$ cat src/rtl/sqrt_pipe_param_if.sv
// Operand and result valid/ready channels of the pipelined square-root unit.
// The master side is the producer/consumer; the slave side is the unit.
interface sqrt_pipe_param_if #(
  parameter int unsigned DATA_WIDTH = 16
);
  localparam int unsigned ROOT_WIDTH = DATA_WIDTH / 2;

  logic [DATA_WIDTH-1:0] valor_i;
  logic                  round_i;
  logic                  valid_i;
  logic                  ready_o;
  logic [ROOT_WIDTH-1:0] root_o;
  logic [ROOT_WIDTH:0]   rem_o;
  logic                  valid_o;
  logic                  ready_i;

  modport master (
    output valor_i, round_i, valid_i, ready_i,
    input  ready_o, root_o, rem_o, valid_o
  );

  modport slave (
    input  valor_i, round_i, valid_i, ready_i,
    output ready_o, root_o, rem_o, valid_o
  );
endinterface

$ cat src/rtl/sqrt_pipe_param.sv
// Fully pipelined unsigned integer square root, one root bit per stage,
// with remainder output, optional round-to-nearest and global backpressure.
module sqrt_pipe_param #(
  parameter int unsigned DATA_WIDTH = 16
) (
  input logic               clk,
  input logic               rst,
  sqrt_pipe_param_if.slave  bus
);

  localparam int unsigned ROOT_WIDTH = DATA_WIDTH / 2;
  localparam int unsigned REM_WIDTH  = ROOT_WIDTH + 2;
  localparam int unsigned INC_WIDTH  = ROOT_WIDTH + 1;
  localparam int unsigned LAST       = ROOT_WIDTH - 1;

  // Stage registers; operand bits are only needed by stages that still have work left.
  logic [ROOT_WIDTH-1:0] valid_q;
  logic [ROOT_WIDTH-1:0] round_q;
  logic [ROOT_WIDTH-1:0] q_q [ROOT_WIDTH];
  logic [REM_WIDTH-1:0]  r_q [ROOT_WIDTH];
  logic [DATA_WIDTH-1:0] d_q [ROOT_WIDTH-1];

  // Per-stage combinational inputs and step results.
  logic [ROOT_WIDTH-1:0] q_in  [ROOT_WIDTH];
  logic [REM_WIDTH-1:0]  r_in  [ROOT_WIDTH];
  logic [DATA_WIDTH-1:0] d_in  [ROOT_WIDTH];
  logic [REM_WIDTH-1:0]  r_sh  [ROOT_WIDTH];
  logic [REM_WIDTH-1:0]  t_sub [ROOT_WIDTH];
  logic [ROOT_WIDTH-1:0] q_nxt [ROOT_WIDTH];
  logic [REM_WIDTH-1:0]  r_nxt [ROOT_WIDTH];
  logic [DATA_WIDTH-1:0] d_nxt [ROOT_WIDTH];

  logic                  advance;
  logic [ROOT_WIDTH-1:0] q_last;
  logic [REM_WIDTH-1:0]  r_last;
  logic [INC_WIDTH-1:0]  q_inc;
  logic                  round_up;
  logic [ROOT_WIDTH-1:0] root_c;

  assign advance     = !valid_q[LAST] || bus.ready_i;
  assign bus.ready_o = advance;
  assign bus.valid_o = valid_q[LAST];

  // Restoring digit recurrence, one step per stage.
  always_comb begin
    for (int s = 0; s < ROOT_WIDTH; s++) begin
      q_in[s]  = '0;
      r_in[s]  = '0;
      d_in[s]  = '0;
      r_sh[s]  = '0;
      t_sub[s] = '0;
      q_nxt[s] = '0;
      r_nxt[s] = '0;
      d_nxt[s] = '0;
    end
    d_in[0] = bus.valor_i;
    for (int s = 1; s < ROOT_WIDTH; s++) begin
      q_in[s] = q_q[s-1];
      r_in[s] = r_q[s-1];
      d_in[s] = d_q[s-1];
    end
    for (int s = 0; s < ROOT_WIDTH; s++) begin
      r_sh[s]  = (r_in[s] << 2) | REM_WIDTH'(d_in[s][DATA_WIDTH-1 -: 2]);
      t_sub[s] = {q_in[s], 2'b01};
      d_nxt[s] = d_in[s] << 2;
      if (r_sh[s] >= t_sub[s]) begin
        r_nxt[s] = r_sh[s] - t_sub[s];
        q_nxt[s] = {q_in[s][ROOT_WIDTH-2:0], 1'b1};
      end else begin
        r_nxt[s] = r_sh[s];
        q_nxt[s] = {q_in[s][ROOT_WIDTH-2:0], 1'b0};
      end
    end
  end

  // Whole pipeline advances or holds together; a non-accepting advance inserts a bubble.
  always_ff @(posedge clk) begin
    if (rst) begin
      valid_q <= '0;
      round_q <= '0;
      for (int s = 0; s < ROOT_WIDTH; s++) begin
        q_q[s] <= '0;
        r_q[s] <= '0;
      end
      for (int s = 0; s < ROOT_WIDTH - 1; s++) begin
        d_q[s] <= '0;
      end
    end else if (advance) begin
      valid_q <= {valid_q[ROOT_WIDTH-2:0], bus.valid_i};
      round_q <= {round_q[ROOT_WIDTH-2:0], bus.round_i};
      for (int s = 0; s < ROOT_WIDTH; s++) begin
        q_q[s] <= q_nxt[s];
        r_q[s] <= r_nxt[s];
      end
      for (int s = 0; s < ROOT_WIDTH - 1; s++) begin
        d_q[s] <= d_nxt[s];
      end
    end
  end

  // Rounding: the root rounds up when the floor remainder exceeds the floor root.
  always_comb begin
    q_last   = q_q[LAST];
    r_last   = r_q[LAST];
    q_inc    = {1'b0, q_last} + INC_WIDTH'(1);
    round_up = round_q[LAST] && (r_last > {2'b00, q_last});
    root_c   = q_last;
    if (round_up) begin
      root_c = q_inc[ROOT_WIDTH] ? '1 : q_inc[ROOT_WIDTH-1:0];
    end
  end

  // Bubble contents are masked so only valid results are ever visible.
  assign bus.root_o = bus.valid_o ? root_c : '0;
  assign bus.rem_o  = bus.valid_o ? r_last[ROOT_WIDTH:0] : '0;

endmodule

$ cat src/flat_wrapper.sv
// flat-port wrapper written by rule: the top's interface ports become plain ports
module sqrt_pipe_param_flat 
#(
  parameter int unsigned DATA_WIDTH = 16
)
  (clk, rst, bus_valor_i, bus_round_i, bus_valid_i, bus_ready_i, bus_ready_o, bus_root_o, bus_rem_o, bus_valid_o);
  sqrt_pipe_param_if #(.DATA_WIDTH(DATA_WIDTH)) bus_i ();
  input logic clk;
  input logic rst;
  input wire logic [$bits(bus_i.valor_i)-1:0] bus_valor_i;
  input wire logic [$bits(bus_i.round_i)-1:0] bus_round_i;
  input wire logic [$bits(bus_i.valid_i)-1:0] bus_valid_i;
  input wire logic [$bits(bus_i.ready_i)-1:0] bus_ready_i;
  output wire logic [$bits(bus_i.ready_o)-1:0] bus_ready_o;
  output wire logic [$bits(bus_i.root_o)-1:0] bus_root_o;
  output wire logic [$bits(bus_i.rem_o)-1:0] bus_rem_o;
  output wire logic [$bits(bus_i.valid_o)-1:0] bus_valid_o;
  assign bus_i.valor_i = bus_valor_i;
  assign bus_i.round_i = bus_round_i;
  assign bus_i.valid_i = bus_valid_i;
  assign bus_i.ready_i = bus_ready_i;
  assign bus_ready_o = bus_i.ready_o;
  assign bus_root_o = bus_i.root_o;
  assign bus_rem_o = bus_i.rem_o;
  assign bus_valid_o = bus_i.valid_o;
  sqrt_pipe_param #(.DATA_WIDTH(DATA_WIDTH)) u_core (.clk(clk), .rst(rst), .bus(bus_i));
endmodule
$ cat config.mk
export PLATFORM = sky130hd
export DESIGN_NAME = sqrt_pipe_param_flat
export DESIGN_NICKNAME = d
export VERILOG_FILES = /design/src/rtl/sqrt_pipe_param_if.sv /design/src/rtl/sqrt_pipe_param.sv /design/src/flat_wrapper.sv
export SDC_FILE = /design/constraint.sdc
export NUM_CORES = 1
export LEC_CHECK = 0
export BUFFER_PORTS_ARGS = -buffer_cell sky130_fd_sc_hd__buf_2
export CAP_MARGIN = 20
export CORE_MARGIN = 4
export CORE_UTILIZATION = 45
export CTS_BUF_LIST = sky130_fd_sc_hd__clkbuf_8
export DETAILED_ROUTE_END_ITERATION = 10
export PLACE_DENSITY = 0.71
export SYNTH_ARGS = -nofsm -noshare
export SYNTH_HDL_FRONTEND = slang
export SYNTH_SLANG_ARGS = --single-unit
$ cat constraint.sdc
create_clock -name clk -period 4.2 [get_ports clk]
set_clock_uncertainty 0.05 [all_clocks]
set_input_delay 0 -clock clk [delete_from_list [all_inputs] [get_ports clk]]
set_output_delay 0 -clock clk [all_outputs]
set_load 0.01 [all_outputs]
# --- Yosys cells after proc, flatten, opt, wreduce, memory -nomap -nowiden ---
# Memory sizes are Yosys's and may differ from the RTL's.
# Cells that the tools add are included.
op_classes:
  n_reduce_logical: 3
  bitwise_logic: 30
  order_cmp: 9
  n_addsub: 9
  n_mux: 48
ops:
  columns: ["op", "n"]
  rows:
  - ["10-bit two-way mux", 16]
  - ["14-bit two-way mux", 7]
  - ["8-bit two-way mux", 11]
  - ["10-bit >= comparator", 7]
  - ["10-bit by 2-bit OR with 10-bit output", 7]
  - ["10-bit subtractor", 7]
  - ["1-bit OR", 23]
  - ["1-bit two-way mux", 13]
  - ["10-bit by 8-bit greater-than comparator with 1-bit output", 1]
  - ["8-bit by 1-bit adder with 9-bit output, second input constant", 1]
  - ["9-bit two-way mux", 1]
  - ["2-bit by 1-bit subtractor with 3-bit output, second input constant", 1]
  - ["2-bit by 1-bit >= comparator with 1-bit output, second input constant", 1]
  - ["1-bit logical AND", 1]
  - ["1-bit zero test", 1]
  - ["1-bit logical OR", 1]
totals:
  n_memories: 3
  input_bits: 21
  out_inout_bits: 19
  reg_bits: 16
  ram_bits: 242
mem_list:
  columns: ["memory", "depth", "width", "rd", "rd_ports_with_merged_regs", "write_ports", "line", "rtl"]
  rows:
  - ["u_core.d_q", 7, 14, 7, 0, 7, "sqrt_pipe_param.sv:21", "logic [DATA_WIDTH-1:0] d_q [ROOT_WIDTH-1];"]
  - ["u_core.r_q", 8, 10, 8, 0, 8, "sqrt_pipe_param.sv:20", "logic [REM_WIDTH-1:0] r_q [ROOT_WIDTH];"]
  - ["u_core.q_q", 8, 8, 8, 0, 8, "sqrt_pipe_param.sv:19", "logic [ROOT_WIDTH-1:0] q_q [ROOT_WIDTH];"]

# --- Depth between registers and ports, before layout ---
depth:
  ltp_word: 6
  mapped_depth: 9
  mapped_depth_nobuf: 8

# --- Worst setup path after synthesis ---
# OpenSTA, ideal clock, no wires.
synth_path:
  path_type: "register -> register"
  from: "register u_core.valid_q[7]"
  to: "memory u_core.d_q[0][0] (netlist bit), enable pin"
  path_stages_with_launch: 5
  period_less_slack_ns: 3.096
  path_slack_ns: 1.104
  t_arrival_ns: 2.598
  setup_time_ns: 0.449
  cell_sequence: "dfxtp_1 > inv_2 > nor2_2 > clkinv_1 > or2_2"
synth_lines:
  columns: ["element", "line", "rtl"]
  rows:
  - ["start: declaration", "sqrt_pipe_param.sv:17", "logic [ROOT_WIDTH-1:0] valid_q;"]
  - ["start signal: assignment", "sqrt_pipe_param.sv:89", "valid_q <= {valid_q[ROOT_WIDTH-2:0], bus.valid_i};"]
  - ["end: declaration", "sqrt_pipe_param.sv:21", null]

==> impl_metrics.csv <==
group,metric,value,unit
critical_path,setup.worst_path.start_class,"flop",
critical_path,critical_path.top_delay_family,"buffers and inverters",
synthesis,synthFlopType,"edfxtp_1",
critical_path,rrSetupSlack,1.24,ns
layout,drive_above_1_share,10.8,%
floorplan,rows,50,
layout,n_antenna_cell,0,
route,drt_iter0_markers,260,
sta,max_freq,338,MHz
critical_path,path_cells,"inv_2, nor2_2, buf_4, clkinv_1, nand2b_2, buf_4, nor2_1",
global_route,grt_overflow,0,
floorplan,chipWidth,148,um
critical_path,critical_path_buf_inv_count,4,
floorplan,pin_count,40,
global_route,antenna_found_initial,0,
place,gp_congestion,0.850,
synthesis,ys_types,64,
clock_tree,cts-root-buf,"clkbuf_8",
synthesis,synth_edf_count,153,
sta,maxSlewViolCount,0,
route,finalWirelength,13.7,mm
route,first_pass_iters,4,
synthesis,avgSynthCellArea,11.1,um2
power_and_ir_drop,p_leak,0.00401,uW
synthesis,synthArstFlopShare,0,%
synthesis,synth-seq-area-share,55.9,%
critical_path,cpPeakStageDelay,0.80,ns
critical_path,crit_path_top_delay_cell,"nand2b_2",
sta,rsz0062_at_grt,"false",
worst_hold_path,holdPathStages,2,
floorplan,die_h,148,um
clock_tree,worstSkewPairLatency,0.45,ns
power_and_ir_drop,power.density,506,nW/um2
clock_tree,postCtsSetupBuffers,0,
critical_path,rr_worst_depth,7,
clock_tree,path_clk_slew,0.08,ns
worst_hold_path,hold_class,"in -> reg",
critical_path,r2r-end,"u_core.r_q[0][50]",
layout,nFillCells,1646,
place,port_buffers,39,
outcome,outcome,"complete, no violations",
power_and_ir_drop,ir_worst_vdd,0.291,mV
sta,slew_headroom,38.2,%
global_route,grt_start_max_net_pins,69,
sta,hold_viol,0,
critical_path,worstPathRequired,4.35,ns
floorplan,core,19000,um2
clock_tree,cts_buffers,17,
global_route,grt_pass1_vias,5388,
sta,worst_slew_pin_slew,0.927,ns
critical_path,end_kind,"flop",
sta,setup_tns,0,ns
global_route,grt_pass1_wl,23.2,mm
synthesis,ys_seq_elements,169,
clock_tree,htree_levels,4,
critical_path,crit_top_cell,"buf_4",
critical_path,path_class,"reg -> reg",
synthesis,ys_warn_count,0,
sta,holdWs,0.136,ns
layout,syn2layout_area_growth,11.6,%
clock_tree,tritoncts_num_sinks,169,
critical_path,r2r_start,"u_core.valid_q[7]",
place,post-dp-hpwl,9.23,mm
worst_hold_path,holdCritStartpoint,"rst",
critical_path,crit_fanout,43,
worst_hold_path,holdPathEnd,"u_core.valid_q[7]",
route,post_drt_wl_per_cell,12.2,um
route,ant_nets,0,
synthesis,synth_area,8800,um2
floorplan,die-area,21900,um2
global_route,grt_usage,12.9,%
critical_path,arrival,3.11,ns
sta,fin_crit_sh,70.5,%
route,drc,0,
clock_tree,cts_tree,"done",
floorplan,start_util,46.4,%
sta,setup_violations,0,
flow_run,cap_viol_max_count,0,
synthesis,syn_nets,864,
synthesis,synthCells,792,
route,via_per_inst,4.93,
route,vias,5543,
clock_tree,cts_buffer_depth,2,
layout,nNetsFinal,924,
sta,timing.final.crit_period,2.96,ns
## per-stage QoR
stage | power [uW] | worst slack, ns | utilization [%] | cells | area [um2]
global route | 5330 | 0.982 | 51.8 | 1125 | 9820
detailed placement | 3990 | 1.21 | 48.9 | 1071 | 9260
finish | 4970 | 1.24 | 51.8 | 1125 | 9820
CTS | 5020 | 1.20 | 51.8 | 1125 | 9820
floorplan | 3700 | 1.10 | - | 792 | 8800
global placement | 3950 | 1.25 | 48.9 | 1071 | 9260
## sequential cells by signal, indices dropped and copies added, names as in the netlist
signal	flops
u_core.d_q	56
u_core.q_q	36
u_core.r_q	61
u_core.round_q	8
u_core.valid_q	8
## area by class of cell
| cell class | instances | area, um2 | share of cell area [%] |
|---|---|---|---|
| clock buffer | 17 | 234 | 2.38 |
| clock inverter | 15 | 103 | 1.04 |
| inverter | 55 | 206 | 2.10 |
| multi-input combinational | 542 | 3560 | 36.3 |
| sequential | 169 | 4910 | 50.0 |
| tap | 260 | 325 | 3.31 |
| timing repair buffer | 67 | 473 | 4.82 |
## how the worst max path moves through the flow
| stage | startpoint | endpoint | slack, ns | cells past startpoint |
|---|---|---|---|---|
| CTS | u_core.valid_q[7] | u_core.r_q[0][50] | 1.20 | 7 |
| floorplan | u_core.valid_q[7] | u_core.d_q[0][0] | 1.10 | 4 |
| detailed placement | u_core.valid_q[7] | u_core.r_q[0][52] | 1.21 | 7 |
| finish | u_core.valid_q[7] | u_core.r_q[0][50] | 1.24 | 7 |
| global route | u_core.valid_q[7] | u_core.r_q[0][52] | 0.98 | 7 |
| global placement | u_core.valid_q[7] | u_core.q_q[0][40] | 1.25 | 7 |
## worst register-to-register path: stages (launching register included)
cell	delay [ns]
dfxtp_1	0.52
inv_2	0.16
nor2_2	0.13
buf_4	0.23
clkinv_1	0.42
nand2b_2	0.80
buf_4	0.34
nor2_1	0.08
## metal layers
layer / part of all wire (%) / vias up / global-route usage [%]
met5: 0 / - / 0
met4: 1.9 / 0 / 4.80
met3: 3.7 / 21 / 3.49
met2: 53 / 84 / 24.1
met1: 42 / 2540 / 14.0
li1: - / 2898 / -
## kinds of logic (layout without fill, tap and decap cells)
logic type               after synthesis  after routing  share of synthesized area [%]
adder cells (fa/ha/maj)               51             51                           7.25
other                                  1              1                         0.0426
AND/OR/NAND/NOR                      315            315                           18.0
multiplexers                          26             26                           2.96
XOR/XNOR                              36             36                           3.58
AO/OA/AOI/OAI                        113            113                           8.53
flip-flops                           169            169                           55.9
buffers and inverters                 81            154                           3.78
## what timing repair did
action / in CTS / in global routing
hold endpoints to repair: 33 / 0
gates resized for setup: 0 / 0
hold buffers: 22 / 0
## placed cells by master (no fill, tap or decap), types with 3 or more instances in the layout
cell type      synthesis  routed
a211oi_1              10      10
a21o_1                 7       7
a21oi_1               36      36
a31oi_1                5       5
and2_1                63      63
and3_1                 3       3
and4_1                 3       3
buf_2                  8      39
buf_4                  1       5
clkbuf_8               0      17
dfxtp_1               16      16
dlygate4sd3_1          0      22
edfxtp_1             153     153
ha_1                  51      51
inv_1                 53      55
inv_6                  0       5
mux2i_1               26      26
nand2_1               44      44
nand2b_1              10       9
nand3_1               11      11
nand4_1                3       3
nand4b_1               3       3
nor2_1               112     111
nor2b_1               17      17
nor3_1                21      21
o21a_1                10      10
o21ai_0               23      23
or2_2                  4       3
or3_1                  5       5
xnor2_1               25      25
xor2_1                11      11
## cells in the mapped netlist (all sizes together), types with 10 or more instances
cell,count,area [um2]
xor2,11,96.3
xnor2,25,219
nand2b,10,62.6
clkbuf,15,56.3
o21a,10,75.1
dfxtp,16,320
nor2b,18,115
nand3,11,55.1
nor3,21,105
inv,54,203
mux2i,26,260
nand2,44,165
o21ai,25,129
nor2,114,433
ha,51,638
buf,11,70.1
a211oi,11,87.6
edfxtp,153,4590
and2,64,403
a21oi,37,189
## power breakdown
part | internal, uW | total (uW) | switching, uW
registers | 2130 | 2250 | 124
clock network | 409 | 1000 | 593
logic | 803 | 1720 | 913
total | 3340 | 4970 | 1630
Note: power is estimated with default switching activity, not from simulation.
